==> src/rtl/cnn_param_loader_if.sv <==
// rtl/cnn_param_loader_if.sv - parameter word input and byte-wide RAM write port bundle
interface cnn_param_loader_if #(
    parameter int ADDR_W = 16
);
    logic [15:0]       Din;
    logic              dinValid;
    logic              dinReady;
    logic              loadDone;
    logic [ADDR_W-1:0] ramAddress;
    logic [7:0]        ramDataIn;
    logic              writeSignal;

    modport master (
        output Din, dinValid, loadDone,
        input  dinReady, ramAddress, ramDataIn, writeSignal
    );

    modport slave (
        input  Din, dinValid, loadDone,
        output dinReady, ramAddress, ramDataIn, writeSignal
    );
endinterface

==> src/rtl/cnn_param_loader.sv <==
// rtl/cnn_param_loader.sv - computes network offsets, writes the header, then streams 16-bit parameters into byte RAM
module cnn_param_loader #(
    parameter int ADDR_W     = 16,
    parameter int MAX_LAYERS = 10
) (
    input  logic                        clk,
    input  logic                        RST,
    input  logic                        start,
    input  logic [7:0]                  filterSize,
    input  logic [3:0]                  numLayers,
    input  logic [8*MAX_LAYERS-1:0]     filterCounts,
    input  logic [8*(MAX_LAYERS-1)-1:0] denseCounts,
    cnn_param_loader_if.slave           bus,
    output logic [15:0]                 filterOffset,
    output logic [15:0]                 denseOffset,
    output logic                        busy,
    output logic                        done,
    output logic                        error
);
    typedef enum logic [2:0] {IDLE, CALC, HDR, STR_HI, STR_LO, FIN} state_t;

    // Highest pointer at which a whole word (two bytes) still fits below the top of RAM.
    localparam logic [ADDR_W:0] PTR_LIMIT = (ADDR_W+1)'((1 << ADDR_W) - 2);

    state_t                        state, stateNext;
    logic [7:0]                    cfgFs;
    logic [3:0]                    cfgL;
    logic [8*MAX_LAYERS-1:0]       cfgFc;
    logic [8*(MAX_LAYERS-1)-1:0]   cfgDc;
    logic [31:0]                   acc;
    logic [7:0]                    idx;
    logic [ADDR_W:0]               ptr;
    logic [7:0]                    loByte;
    logic                          endSeen;

    logic [7:0]        hdrLen, hdrLenIn, layerCnt, hdrByte, fcIdx, dcIdx;
    logic [15:0]       sq;
    logic [31:0]       accNext;
    logic              badL, accOvf, lastLayer, handshake, ptrFull;
    logic              wrEn, errSet;
    logic [ADDR_W-1:0] wrAddr;
    logic [7:0]        wrData;

    assign hdrLen    = {3'b000, cfgL, 1'b0} + 8'd5;
    assign hdrLenIn  = {3'b000, numLayers, 1'b0} + 8'd5;
    assign sq        = 16'(cfgFs) * 16'(cfgFs);
    assign layerCnt  = 8'(cfgFc >> {idx, 3'b000});
    assign accNext   = acc + 32'(layerCnt) * (32'(sq) + 32'd1);
    assign accOvf    = (accNext >> ADDR_W) != 32'd0;
    assign lastLayer = (idx + 8'd1) == {4'b0000, cfgL};
    assign badL      = (numLayers == 4'd0) || (int'(numLayers) > MAX_LAYERS);
    assign handshake = bus.dinValid && bus.dinReady;
    assign ptrFull   = ptr > PTR_LIMIT;
    assign fcIdx     = idx - 8'd6;
    assign dcIdx     = idx - 8'd6 - {4'b0000, cfgL};

    always_comb begin
        hdrByte = 8'h00;
        case (idx)
            8'd0: hdrByte = cfgFs;
            8'd1: hdrByte = {4'b0000, cfgL};
            8'd2: hdrByte = filterOffset[15:8];
            8'd3: hdrByte = filterOffset[7:0];
            8'd4: hdrByte = denseOffset[15:8];
            8'd5: hdrByte = denseOffset[7:0];
            default: begin
                if (idx < 8'd6 + {4'b0000, cfgL})
                    hdrByte = 8'(cfgFc >> {fcIdx, 3'b000});
                else
                    hdrByte = 8'(cfgDc >> {dcIdx, 3'b000});
            end
        endcase
    end

    always_comb begin
        stateNext = state;
        wrEn      = 1'b0;
        wrAddr    = ptr[ADDR_W-1:0];
        wrData    = 8'h00;
        errSet    = 1'b0;
        case (state)
            IDLE: begin
                if (start) begin
                    if (badL) begin
                        stateNext = FIN;
                        errSet    = 1'b1;
                    end else begin
                        stateNext = CALC;
                    end
                end
            end
            CALC: begin
                if (lastLayer) begin
                    if (accOvf) begin
                        stateNext = FIN;
                        errSet    = 1'b1;
                    end else begin
                        stateNext = HDR;
                    end
                end
            end
            HDR: begin
                // One idle edge after the last header byte before the stream opens.
                if (idx == hdrLen) begin
                    stateNext = STR_HI;
                end else begin
                    wrEn   = 1'b1;
                    wrAddr = ADDR_W'(idx);
                    wrData = hdrByte;
                end
            end
            STR_HI: begin
                if (handshake) begin
                    if (ptrFull) begin
                        stateNext = FIN;
                        errSet    = 1'b1;
                    end else begin
                        stateNext = STR_LO;
                        wrEn      = 1'b1;
                        wrData    = bus.Din[15:8];
                    end
                end else if (bus.loadDone) begin
                    stateNext = FIN;
                end
            end
            STR_LO: begin
                wrEn      = 1'b1;
                wrAddr    = ptr[ADDR_W-1:0] + ADDR_W'(1);
                wrData    = loByte;
                stateNext = (endSeen || bus.loadDone) ? FIN : STR_HI;
            end
            FIN:     stateNext = IDLE;
            default: stateNext = IDLE;
        endcase
    end

    always_ff @(posedge clk) begin
        if (RST) begin
            state           <= IDLE;
            cfgFs           <= '0;
            cfgL            <= '0;
            cfgFc           <= '0;
            cfgDc           <= '0;
            acc             <= '0;
            idx             <= '0;
            ptr             <= '0;
            loByte          <= '0;
            endSeen         <= 1'b0;
            bus.ramAddress  <= '0;
            bus.ramDataIn   <= '0;
            bus.writeSignal <= 1'b0;
            bus.dinReady    <= 1'b0;
            filterOffset    <= '0;
            denseOffset     <= '0;
            busy            <= 1'b0;
            done            <= 1'b0;
            error           <= 1'b0;
        end else begin
            state           <= stateNext;
            busy            <= (stateNext != IDLE);
            done            <= (state == FIN);
            bus.dinReady    <= (stateNext == STR_HI);
            bus.writeSignal <= wrEn;
            if (wrEn) begin
                bus.ramAddress <= wrAddr;
                bus.ramDataIn  <= wrData;
            end
            if (errSet)
                error <= 1'b1;
            else if (state == IDLE && start)
                error <= 1'b0;

            case (state)
                IDLE: begin
                    if (start) begin
                        cfgFs        <= filterSize;
                        cfgL         <= numLayers;
                        cfgFc        <= filterCounts;
                        cfgDc        <= denseCounts;
                        acc          <= 32'(hdrLenIn);
                        idx          <= '0;
                        endSeen      <= 1'b0;
                        filterOffset <= '0;
                        denseOffset  <= '0;
                    end
                end
                CALC: begin
                    acc <= accNext;
                    idx <= idx + 8'd1;
                    if (lastLayer) begin
                        idx          <= '0;
                        filterOffset <= {8'h00, hdrLen};
                        denseOffset  <= accNext[15:0];
                        ptr          <= (ADDR_W+1)'(hdrLen);
                    end
                end
                HDR: idx <= idx + 8'd1;
                STR_HI: begin
                    if (handshake && !ptrFull) begin
                        loByte  <= bus.Din[7:0];
                        endSeen <= bus.loadDone;
                    end
                end
                STR_LO: ptr <= ptr + (ADDR_W+1)'(2);
                default: ;
            endcase
        end
    end
endmodule

==> src/flat_wrapper.sv <==
// flat-port wrapper written by rule: the top's interface ports become plain ports
module cnn_param_loader_flat 
#(
    parameter int ADDR_W     = 16,
    parameter int MAX_LAYERS = 10
)
  (clk, RST, start, filterSize, numLayers, filterCounts, denseCounts, filterOffset, denseOffset, busy, done, error, bus_Din, bus_dinValid, bus_loadDone, bus_dinReady, bus_ramAddress, bus_ramDataIn, bus_writeSignal);
  cnn_param_loader_if #(.ADDR_W(ADDR_W)) bus_i ();
  input  logic clk;
  input  logic RST;
  input  logic start;
  input  logic [7:0] filterSize;
  input  logic [3:0] numLayers;
  input  logic [8*MAX_LAYERS-1:0] filterCounts;
  input  logic [8*(MAX_LAYERS-1)-1:0] denseCounts;
  output logic [15:0] filterOffset;
  output logic [15:0] denseOffset;
  output logic busy;
  output logic done;
  output logic error;
  input wire logic [$bits(bus_i.Din)-1:0] bus_Din;
  input wire logic [$bits(bus_i.dinValid)-1:0] bus_dinValid;
  input wire logic [$bits(bus_i.loadDone)-1:0] bus_loadDone;
  output wire logic [$bits(bus_i.dinReady)-1:0] bus_dinReady;
  output wire logic [$bits(bus_i.ramAddress)-1:0] bus_ramAddress;
  output wire logic [$bits(bus_i.ramDataIn)-1:0] bus_ramDataIn;
  output wire logic [$bits(bus_i.writeSignal)-1:0] bus_writeSignal;
  assign bus_i.Din = bus_Din;
  assign bus_i.dinValid = bus_dinValid;
  assign bus_i.loadDone = bus_loadDone;
  assign bus_dinReady = bus_i.dinReady;
  assign bus_ramAddress = bus_i.ramAddress;
  assign bus_ramDataIn = bus_i.ramDataIn;
  assign bus_writeSignal = bus_i.writeSignal;
  cnn_param_loader #(.ADDR_W(ADDR_W), .MAX_LAYERS(MAX_LAYERS)) u_core (.clk(clk), .RST(RST), .start(start), .filterSize(filterSize), .numLayers(numLayers), .filterCounts(filterCounts), .denseCounts(denseCounts), .bus(bus_i), .filterOffset(filterOffset), .denseOffset(denseOffset), .busy(busy), .done(done), .error(error));
endmodule
==> config.mk <==
export PLATFORM = sky130hd
export DESIGN_NAME = cnn_param_loader_flat
export DESIGN_NICKNAME = d
export VERILOG_FILES = /design/src/rtl/cnn_param_loader_if.sv /design/src/rtl/cnn_param_loader.sv /design/src/flat_wrapper.sv
export SDC_FILE = /design/constraint.sdc
export NUM_CORES = 1
export LEC_CHECK = 0
export ABC_AREA = 1
export CORE_MARGIN = 2
export CORE_UTILIZATION = 48
export CTS_BUF_LIST = sky130_fd_sc_hd__clkbuf_2
export CTS_CLUSTER_SIZE = 40
export DETAILED_ROUTE_END_ITERATION = 8
export PLACE_DENSITY = 0.77
export SLEW_MARGIN = 10
export SYNTH_ARGS = -nofsm -noshare
export SYNTH_HDL_FRONTEND = slang
export SYNTH_SLANG_ARGS = --single-unit
==> constraint.sdc <==
create_clock -name clk -period 13.4 [get_ports clk]
set_input_delay 1.34 -clock clk [delete_from_list [all_inputs] [get_ports clk]]
set_output_delay 1.34 -clock clk [all_outputs]
set_load 0.05 [all_outputs]
==> flow_summary.json <==
{
  "start_kind": "register",
  "synth-compound-area-share_pct": 14.12,
  "antenna_found_initial": 2,
  "hpwl_um": 50080,
  "gr-total-overflow": 0,
  "synth.area.top_cells": "dfxtp_1 (27%), fa_1 (13%), nand2_1 (11%)",
  "crit_type": "register to register",
  "nets": 3725,
  "ctsHoldBuffers": 0,
  "ys_async_sr_fraction_pct": 0,
  "slew_headroom_pct": 33.12,
  "crit_family": "adder cells",
  "cts_root_buf": "clkbuf_2",
  "ys_top_cells_by_count": "nand2_1 (627), nor2_1 (518), inv_1 (439)",
  "syn_to_final_growth_pct": 15.13,
  "post_cts_buffers": 0,
  "drt-initial-drc-count": 1853,
  "drtAntennaViolNets": 0,
  "worst-path-max-fanout": 15,
  "path_buf_inv": 7,
  "status": "completed",
  "wl_per_cell_um": 16.53,
  "synth_top_area_cell": "dfxtp_1",
  "yosysTopAreaCellShare_pct": 26.67,
  "final.fill_count": 4430,
  "postSynthCellCount": 3117,
  "p_total_w": 0.005504,
  "syn_area_mm2": 0.02132,
  "cts_tree": "built",
  "final-setup-viol-count": 0,
  "cts_resized": 0,
  "clkSinkCount": 284,
  "path_clk_slew_ns": 0.11,
  "arrival_ns": 10.50,
  "num_vias": 20670,
  "drive_gt1_share_pct": 6.000,
  "htreeDepth": 3,
  "leakage_nw": 11.49,
  "fin_tns_setup_ns": 0,
  "postSynthAreaPerCell_um2": 6.839,
  "synth_top_flop_cell": "dfxtp_1",
  "wl_um": 65200,
  "min_period_over_period_pct": 71.97,
  "track_usage_pct": 28.16,
  "drc_errors": 0,
  "r2r_slack_ns": 3.76,
  "grt_first_pass_wirelength_um": 104700,
  "power_density_mw_per_mm2": 224.3,
  "hold_violations": 0,
  "row_count": 77,
  "ir_drop_mv": 0.1626,
  "cpMaxStageDelayCell": "dfxtp_1",
  "grt_setup_unrepaired": "no",
  "yosysUniqueCellTypes": 65,
  "synthMuxAreaShare_pct": 0.5634,
  "fin_crit_ns": 9.644,
  "multiInputGateArea_mm2": 0.01330,
  "cts_max_path_buffers": 3,
  "tightest_slew_ns": 1.003,
  "cts_made_buffers": 76,
  "core_area_mm2": 0.04403,
  "ios": 246,
  "yosys_warnings": 0,
  "fp.dieW_um": 214.7,
  "required_ns": 14.26,
  "placed_area_mm2": 0.02388,
  "fin_skew_ns": 0.1071,
  "synth_edf_count": 0,
  "yosys.area_share.simple_pct": 27.14,
  "cpPeakStageDelay_ns": 0.72,
  "die_area_mm2": 0.04611,
  "yosysSeqAreaShare_pct": 26.67,
  "insertion_delay_ns": 0.96,
  "ys_ff_latch": 284,
  "grt_pass1_vias": 19880,
  "synth_top_family_by_area": "simple AND/OR/NAND/NOR gates",
  "viasPerCell": 5.241,
  "hp-class": "register to register",
  "numPortBuffers": 235,
  "max_cap_viol_count": 0,
  "synth_fa_ha_area_share_pct": 18.64,
  "routabilityCongestion": 0.9716,
  "grt_max_degree": 107,
  "synth_xor_area_share_pct": 1.596,
  "regArea_mm2": 0.005687,
  "post-synth-top-count-cell": "nand2_1",
  "end_kind": "register",
  "dieHeight_um": 214.7,
  "drtPass1Iterations": 8,
  "initial_utilization_pct": 48.42,
  "slew_violations": 0,
  "critPathMostFrequentCell": "nand2_1",
  "max_freq_mhz": 103.7,
  "fin_area_mm2": 0.02454
}
-- layer usage --
layer,share of wire (%),vias up,GRT usage [%]
met1,43,9566,37.15
met5,0,-,0
met3,7.5,129,4.784
li1,-,10240,-
met2,47,738,46.94
met4,2.7,0,9.190
-- layout by cell type, fill, tap and decap left out, types with 8 or more instances in the layout --
cell,synthesis,final
o21ai_1,8,8
dfxtp_1,284,283
buf_4,19,12
conb_1,2,12
o221ai_1,10,10
a31oi_1,20,20
or2_2,19,19
inv_1,439,438
fa_1,136,135
nand3_1,121,120
mux2i_1,12,12
nand2_2,13,13
o22ai_1,15,15
clkinv_1,3,15
inv_2,12,14
ha_1,100,100
clkdlybuf4s50_1,0,234
clkbuf_2,0,102
nor2_1,518,518
nor3_1,22,22
o21ai_0,281,281
a21oi_1,157,157
xor2_1,32,32
nand4_1,38,38
nand2_1,627,627
-- through the flow --
stage                     std cells  hold slack, ns  worst slack [ns]  utilization [%]
after global routing           3945          0.4689             3.032            55.74
final                          3945          0.4538             3.756            55.74
after CTS                      3942          0.4578             3.973            55.72
after global placement         3818          0.4389             4.203            54.23
after floorplan                3127          0.4245             5.085                -
after detailed placement       3818          0.4449             4.044            54.23
-- where the power goes --
| part | internal, W | switching (W) | total [W] |
|---|---|---|---|
| Sequential | 0.00107 | 0.000168 | 0.00124 |
| Combinational | 0.00116 | 0.00249 | 0.00365 |
| Clock | 0.000244 | 0.000371 | 0.000615 |
-- registers in the layout, indices dropped and copies added, names as in the netlist, 3 cells and up --
register and flops:
u_core.cfgFc 80, u_core.cfgL 4, u_core.bus.ramDataIn 8, u_core.acc 32, u_core.filterOffset 6, u_core.cfgDc 72
u_core.ptr 17, u_core.state 3, u_core.loByte 8, u_core.idx 8, u_core.bus.ramAddress 16, u_core.cfgFs 8
u_core.denseOffset 16
-- path summary, 6_finish.rpt --
path                                        from                  end  cells past startpoint
worst min register to register  u_core.loByte[7]     u_core.loByte[7]                      2
worst max-delay path             u_core.cfgFs[0]  u_core.bus.dinReady                     43
worst min-delay path            u_core.loByte[7]     u_core.loByte[7]                      2
worst max register to register   u_core.cfgFs[0]  u_core.bus.dinReady                     43
-- cells by family after synthesis --
kind of cell	count (synthesis)
other	2
AOI/OAI and AO/OA	545
xor gates and xnor gates	38
and+or+nand+nor	1397
DFF	284
muxes	12
buffers and inverters	603
adders and majority gates	236
-- worst min-delay path, cell delays in order, from the launching register on --
cell	delay, ns
dfxtp_1	0.31
inv_1	0.06
a21oi_1	0.05
-- cell type report --
cell class	count	area share [%]
multi-input cells	2240	54.17
clock inverters	22	0.6016
clock buffers	102	2.080
repair buffers	247	9.931
well taps	592	3.018
flip-flops and latches	284	23.17
inverters	455	6.995
diodes	3	0.03059
No activity file was read; power rests on OpenSTA's default activity.
